--- src/rtl/vga_pkg.sv ---
// Shared definitions for the VGA text-console writer.
// Holds the screen geometry defaults, index widths, control-code constants,
// the writer state enum and the packed write-port record.
package vga_pkg;

  localparam int DEF_ROWS = 30;
  localparam int DEF_COLS = 70;
  localparam int ROW_W    = 5;
  localparam int COL_W    = 7;
  localparam int COLOR_W  = 3;

  localparam logic [7:0] ASCII_BS = 8'h08;
  localparam logic [7:0] ASCII_LF = 8'h0A;
  localparam logic [7:0] ASCII_FF = 8'h0C;
  localparam logic [7:0] ASCII_CR = 8'h0D;
  localparam logic [7:0] ASCII_SP = 8'h20;

  typedef enum logic [1:0] {
    S_CLR_ALL  = 2'd0,
    S_IDLE     = 2'd1,
    S_CLR_LINE = 2'd2
  } term_state_t;

  // One character-memory write: address, glyph and colours.
  typedef struct packed {
    logic [ROW_W-1:0]   row;
    logic [COL_W-1:0]   col;
    logic [7:0]         ascii;
    logic [COLOR_W-1:0] fg;
    logic [COLOR_W-1:0] bg;
  } cell_wr_t;

  function automatic logic is_printable(input logic [7:0] c);
    return (c >= 8'h20) && (c <= 8'h7E);
  endfunction

  // A blanked cell is a space drawn in the background colour on itself.
  function automatic cell_wr_t blank_cell(input logic [ROW_W-1:0]   row,
                                          input logic [COL_W-1:0]   col,
                                          input logic [COLOR_W-1:0] bg);
    cell_wr_t c;
    c.row   = row;
    c.col   = col;
    c.ascii = ASCII_SP;
    c.fg    = bg;
    c.bg    = bg;
    return c;
  endfunction

endpackage

--- src/rtl/vga_term_writer.sv ---
// Text-console writer: turns a byte stream into character-memory writes with cursor, wrap, BS, CR/LF and clears.
// Latency: a byte accepted at edge T shows its write and cursor update in the cycle after T; clears run one cell per cycle.
// Backpressure: in_ready drops for the whole of a line/screen clear and returns the cycle after the last clear write.
//
// Ports:
//   clk, rst                  system clock, synchronous active-high reset (restarts a full-screen clear)
//   in_valid/in_ready/in_ascii byte input handshake; fg_color/bg_color sampled on accept
//   we, wr_addr, wc_addr, w_ascii, w_fg_color, w_bg_color   character-memory write port
//   cur_row, cur_col          cursor position for the overlay
//   busy                      a clear is in progress
module vga_term_writer
  import vga_pkg::*;
#(
  parameter int ROWS = DEF_ROWS,
  parameter int COLS = DEF_COLS
) (
  input  logic               clk,
  input  logic               rst,
  input  logic               in_valid,
  output logic               in_ready,
  input  logic [7:0]         in_ascii,
  input  logic [COLOR_W-1:0] fg_color,
  input  logic [COLOR_W-1:0] bg_color,
  output logic               we,
  output logic [ROW_W-1:0]   wr_addr,
  output logic [COL_W-1:0]   wc_addr,
  output logic [7:0]         w_ascii,
  output logic [COLOR_W-1:0] w_fg_color,
  output logic [COLOR_W-1:0] w_bg_color,
  output logic [ROW_W-1:0]   cur_row,
  output logic [COL_W-1:0]   cur_col,
  output logic               busy
);

  localparam logic [ROW_W-1:0] LAST_ROW = ROW_W'(ROWS - 1);
  localparam logic [COL_W-1:0] LAST_COL = COL_W'(COLS - 1);
  localparam logic [ROW_W-1:0] ROW_ONE  = ROW_W'(1);
  localparam logic [COL_W-1:0] COL_ONE  = COL_W'(1);

  term_state_t        state_q,   state_d;
  logic [ROW_W-1:0]   clr_row_q, clr_row_d;
  logic [COL_W-1:0]   clr_col_q, clr_col_d;
  logic [ROW_W-1:0]   cur_row_q, cur_row_d;
  logic [COL_W-1:0]   cur_col_q, cur_col_d;
  logic [COLOR_W-1:0] bg_lat_q,  bg_lat_d;
  logic               we_q,      we_d;
  cell_wr_t           wr_q,      wr_d;
  logic               ready_q,   ready_d;
  logic               busy_q,    busy_d;
  logic               accept;

  assign accept = in_valid && ready_q;

  always_comb begin
    state_d   = state_q;
    clr_row_d = clr_row_q;
    clr_col_d = clr_col_q;
    cur_row_d = cur_row_q;
    cur_col_d = cur_col_q;
    bg_lat_d  = bg_lat_q;
    we_d      = 1'b0;
    wr_d      = wr_q;

    unique case (state_q)
      S_IDLE: begin
        if (accept) begin
          bg_lat_d = bg_color;
          if (is_printable(in_ascii)) begin
            we_d     = 1'b1;
            wr_d.row   = cur_row_q;
            wr_d.col   = cur_col_q;
            wr_d.ascii = in_ascii;
            wr_d.fg    = fg_color;
            wr_d.bg    = bg_color;
            if (cur_col_q < LAST_COL) begin
              cur_col_d = cur_col_q + COL_ONE;
            end else begin
              cur_col_d = '0;
              if (cur_row_q < LAST_ROW) begin
                cur_row_d = cur_row_q + ROW_ONE;
              end else begin
                // The character write occupies this cycle, so the row-0
                // clear starts from column 0 on the next one.
                cur_row_d = '0;
                state_d   = S_CLR_LINE;
                clr_row_d = '0;
                clr_col_d = '0;
              end
            end
          end else if (in_ascii == ASCII_LF) begin
            cur_col_d = '0;
            if (cur_row_q < LAST_ROW) begin
              cur_row_d = cur_row_q + ROW_ONE;
            end else begin
              // No character to write, so column 0 is blanked right away.
              cur_row_d = '0;
              state_d   = S_CLR_LINE;
              we_d      = 1'b1;
              wr_d      = blank_cell('0, '0, bg_color);
              clr_row_d = '0;
              clr_col_d = COL_ONE;
            end
          end else if (in_ascii == ASCII_CR) begin
            cur_col_d = '0;
          end else if (in_ascii == ASCII_BS) begin
            if (cur_col_q != '0) begin
              cur_col_d  = cur_col_q - COL_ONE;
              we_d       = 1'b1;
              wr_d.row   = cur_row_q;
              wr_d.col   = cur_col_q - COL_ONE;
              wr_d.ascii = ASCII_SP;
              wr_d.fg    = fg_color;
              wr_d.bg    = bg_color;
            end
          end else if (in_ascii == ASCII_FF) begin
            // Cell (0,0) is blanked in the accept cycle; the sweep resumes at (0,1).
            state_d   = S_CLR_ALL;
            we_d      = 1'b1;
            wr_d      = blank_cell('0, '0, bg_color);
            clr_row_d = '0;
            clr_col_d = COL_ONE;
          end
        end
      end

      S_CLR_LINE: begin
        we_d = 1'b1;
        wr_d = blank_cell(clr_row_q, clr_col_q, bg_lat_q);
        if (clr_col_q == LAST_COL) begin
          state_d   = S_IDLE;
          clr_col_d = '0;
        end else begin
          clr_col_d = clr_col_q + COL_ONE;
        end
      end

      S_CLR_ALL: begin
        we_d = 1'b1;
        wr_d = blank_cell(clr_row_q, clr_col_q, bg_lat_q);
        if (clr_col_q == LAST_COL) begin
          clr_col_d = '0;
          if (clr_row_q == LAST_ROW) begin
            state_d   = S_IDLE;
            clr_row_d = '0;
            cur_row_d = '0;
            cur_col_d = '0;
          end else begin
            clr_row_d = clr_row_q + ROW_ONE;
          end
        end else begin
          clr_col_d = clr_col_q + COL_ONE;
        end
      end

      default: begin
        state_d   = S_CLR_ALL;
        clr_row_d = '0;
        clr_col_d = '0;
      end
    endcase

    // Ready only after a full cycle back in idle, so it rises the cycle
    // after the final clear write rather than alongside it.
    ready_d = (state_q == S_IDLE) && (state_d == S_IDLE);
    busy_d  = !ready_d;
  end

  always_ff @(posedge clk) begin
    if (rst) begin
      state_q   <= S_CLR_ALL;
      clr_row_q <= '0;
      clr_col_q <= '0;
      cur_row_q <= '0;
      cur_col_q <= '0;
      bg_lat_q  <= '0;
      we_q      <= 1'b0;
      wr_q      <= '0;
      ready_q   <= 1'b0;
      busy_q    <= 1'b1;
    end else begin
      state_q   <= state_d;
      clr_row_q <= clr_row_d;
      clr_col_q <= clr_col_d;
      cur_row_q <= cur_row_d;
      cur_col_q <= cur_col_d;
      bg_lat_q  <= bg_lat_d;
      we_q      <= we_d;
      wr_q      <= wr_d;
      ready_q   <= ready_d;
      busy_q    <= busy_d;
    end
  end

  assign in_ready   = ready_q;
  assign busy       = busy_q;
  assign we         = we_q;
  assign wr_addr    = wr_q.row;
  assign wc_addr    = wr_q.col;
  assign w_ascii    = wr_q.ascii;
  assign w_fg_color = wr_q.fg;
  assign w_bg_color = wr_q.bg;
  assign cur_row    = cur_row_q;
  assign cur_col    = cur_col_q;

endmodule

--- config.mk ---
export PLATFORM = sky130hd
export DESIGN_NAME = vga_term_writer
export DESIGN_NICKNAME = d
export VERILOG_FILES = /design/src/rtl/vga_pkg.sv /design/src/rtl/vga_term_writer.sv
export SDC_FILE = /design/constraint.sdc
export NUM_CORES = 1
export LEC_CHECK = 0
export ABC_CLOCK_PERIOD_IN_PS = 2780
export CAP_MARGIN = 30
export CELL_PAD_IN_SITES_DETAIL_PLACEMENT = 0
export CELL_PAD_IN_SITES_GLOBAL_PLACEMENT = 1
export CORE_UTILIZATION = 40
export DETAILED_ROUTE_END_ITERATION = 8
export PLACE_DENSITY_LB_ADDON = 0.1
export SLEW_MARGIN = 20
export SYNTH_ARGS = -nofsm -noshare
export SYNTH_HDL_FRONTEND = slang
export SYNTH_SLANG_ARGS = --single-unit
--- constraint.sdc ---
create_clock -name clk -period 2.78 [get_ports clk]
set_input_delay 0.556 -clock clk [delete_from_list [all_inputs] [get_ports clk]]
set_output_delay 0.556 -clock clk [all_outputs]
set_load 0.01 [all_outputs]
==> key figures <==
Logic synthesis
  – Synth Register Bits: 58
  – Seq/Total Area, Yosys: 0.332
  – Post-Syn Nets: 438
  – EDFF count, synth: 0
  – Synthesized area per cell: ~8.5 um^2
  – Mapped Area: 0.00350 mm^2
  – Top FF cell, synth: dfxtp_1
  – Cells after Synth: 414
  – Asr flop ratio synth: 0
  – Yosys cell types: 76
  – Syn. warnings: 0

Critical path
  – Startpoint types: input port
  – Worst Path Buf+Inv: 3
  – Largest stage delay on the critical path: around 630 ps
  – Largest fanout on the critical path: 5
  – WP data required: ~3000 ps
  – Crit Path Class: in2reg
  – Crit path max-delay cell type: or4b_1
  – Setup crit end kind: flop
  – CP top delay family: simple AND/OR/NAND/NOR gates
  – Sequence of cells on the critical path: clkdlybuf4s50_1 -> or4b_1 -> o31ai_1 -> buf_4 -> o41ai_4 -> nor4_1 -> buf_4 -> nor3_1
  – Critical Path Source: in_ascii[0]
  – Arrival @ worst endpoint: 2850 ps
  – Reg2reg start: cur_col[1]$_SDFFE_PP0P_
  – Most frequent CP cell: buf_4

Clock network
  – CTS root buf: clkbuf_8
  – CTS tree: done
  – Post_cts resized: 0
  – Clk slew on worst S/H paths: approximately 70 ps
  – CTS Buffer Depth: 2
  – Num CTS Buffers: 9
  – Setup bufs post-CTS: 0
  – Clk sink count: 58
  – Worst-Skew Late Latency: about 350 ps
  – H-tree depth: 3
  – Hold_buf cts: 0

Power
  – Peak supply drop: approximately 0.00026 V
  – Power Density: ~420 mW/mm^2
  – LEAKAGE: between 1.5 and 2 nW

Final layout
  – ANT cells: 0
  – P&R area growth vs syn: 33.9%
  – Commonest non-fill, non-tap cells in the layout: 58 x dfxtp_1, 56 x clkdlybuf4s50_1, 48 x buf_4
  – Layout cells sized above 1: 0.179
  – Most common cell after layout, fill and taps aside: dfxtp_1
  – Final layout net count: roughly 520

STA
  – Clock Skew: approximately 10 ps
  – Rel. slew slack: 0.561
  – Slew at the pin closest to its max-slew limit: 658 ps
  – Setup Viol. Count Final: 0
  – Fin Hold WS: about 460 ps
  – Unrepaired setup endpoints after global routing: no
  – Slew Limit Fails: 0
  – Worst Setup Slack, final: 153 ps
  – Final Cycle Share: 0.945
  – Setup TNS Final: 0 ps
  – Final Hold Viols: 0
  – Min Clock Period, post-route: ~2600 ps
  – Fmax: 381 MHz

Floorplan
  – Num rows: 33
  – I/O Pins: 58
  – Die Width: 95.6 um
  – Die area: 0.00913 mm^2
  – Core area: 0.00834 mm^2
  – Starting Density: 0.420
  – Die Y: ~96 um

GRT
  – Global-route wire length before repair: 17.0 mm
  – Vias in the first global route: around 3.3k
  – Overall global routing resource usage: 0.246
  – Total gr overflow: 0
  – Initial antenna violation count: 0
  – Largest net degree at the start of global routing: between 40 and 50

Min path
  – Hold WC Path Type: reg2reg
  – Hold Startpoint: w_ascii[4]$_SDFFE_PP0P_

Route
  – Wirelength per Cell: around 17 um
  – Antenna Violating Nets Remaining: 0
  – Vias per Instance: around 5.9
  – Drt initial violations: approximately 200
  – Via Count: between 3k and 4k
  – Detailed Route WL: about 11 mm
  – DRC violation count after routing: 0
  – DRT Pass-1 Iters: 4

Placed design
  – Post-detail-place hpwl: about 7.8 mm
  – Gpl congestion: approximately 0.91
  – Worst slack, placed: -151 ps
  – IO buf count: 57

Run
  – Max cap viols: 0

Outcome
  – Status: finished clean
report_power, final:
group | leakage, nW | total (W) | internal [W] | switching, W
logic | 1.12 | 0.000198 | 0.0000981 | 0.0000995
clock network | 0.117 | 0.000920 | 0.000554 | 0.000366
registers | 0.469 | 0.000861 | 0.000846 | 0.0000155
total | 1.71 | 0.00198 | 0.00150 | 0.000481
cell families after synthesis:
| logic type | Yosys count | share of synthesized area |
|---|---|---|
| xor gates and xnor gates | 1 | 0.00250 |
| adders and majority gates | 7 | 0.0250 |
| DFF | 58 | 0.332 |
| and+or+nand+nor | 165 | 0.266 |
| AOI/OAI and AO/OA | 132 | 0.296 |
| muxes | 6 | 0.0182 |
| buffers and inverters | 45 | 0.0604 |
layer usage:
metal / wire [um] / track usage
met1: 4930 / 0.331
met3: 536 / 0.0383
met4: 177 / 0.0846
met2: 4960 / 0.398
met5: 0 / 0
stage by stage:
stage	power, W	area [um^2]	util	std cells
detailed placement	0.00108	4460	0.535	593
finish	0.00198	4690	0.562	609
CTS	0.00200	4690	0.562	609
floorplan	0.000980	3500	-	414
global placement	0.00107	4460	0.535	593
global route	0.00205	4690	0.562	609
flip-flops by register name, indices dropped and copies added, names as in the netlist:
name        cells
wc_addr         7
w_bg_color      3
we              1
state_q         2
cur_row         5
wr_addr         5
in_ready        1
clr_col_q       7
cur_col         7
clr_row_q       5
busy            1
w_fg_color      3
bg_lat_q        3
w_ascii         8
worst reg2reg max path, delay by kind of cell, from the launching register on:
family / cells / cell delay (ps)
AO/OA/AOI/OAI: 2 / 770
adder cells (fa/ha/maj): 1 / 190
buffers and inverters: 3 / 400
flip-flops: 1 / 310
AND/OR/NAND/NOR: 3 / 500
worst paths after layout:
kind         cells past startpoint                      end  slack, ps
max reg2reg                      9  wr_addr[3]$_SDFFE_PP0P_        470
min                              2  w_ascii[4]$_SDFFE_PP0P_        460
min reg2reg                      2  w_ascii[4]$_SDFFE_PP0P_        460
max                              8  w_ascii[5]$_SDFFE_PP0P_        150
cells in the mapped netlist (all sizes together), types with 9 or more instances:
cell type / instances / area, um^2
a211oi: 15 / 133
a21oi: 20 / 100
a311oi: 9 / 78.8
buf: 15 / 98.8
clkbuf: 19 / 71.3
dfxtp: 58 / 1160
inv: 10 / 37.5
nand2: 29 / 116
nand2b: 11 / 68.8
nand3: 9 / 45.0
nor2: 34 / 135
nor3: 14 / 70.1
nor4: 10 / 68.8
o21ai: 14 / 73.8
layout make-up:
type,count,area (um^2)
Timing Repair Buffer,108,986
Multi-Input combinational cell,311,2140
Clock inverter,4,73.8
Tap cell,105,131
Fill cell,801,3650
Clock buffer,12,155
Inverter,11,41.3
Sequential cell,58,1160
Note: power is estimated with default switching activity, not from simulation.
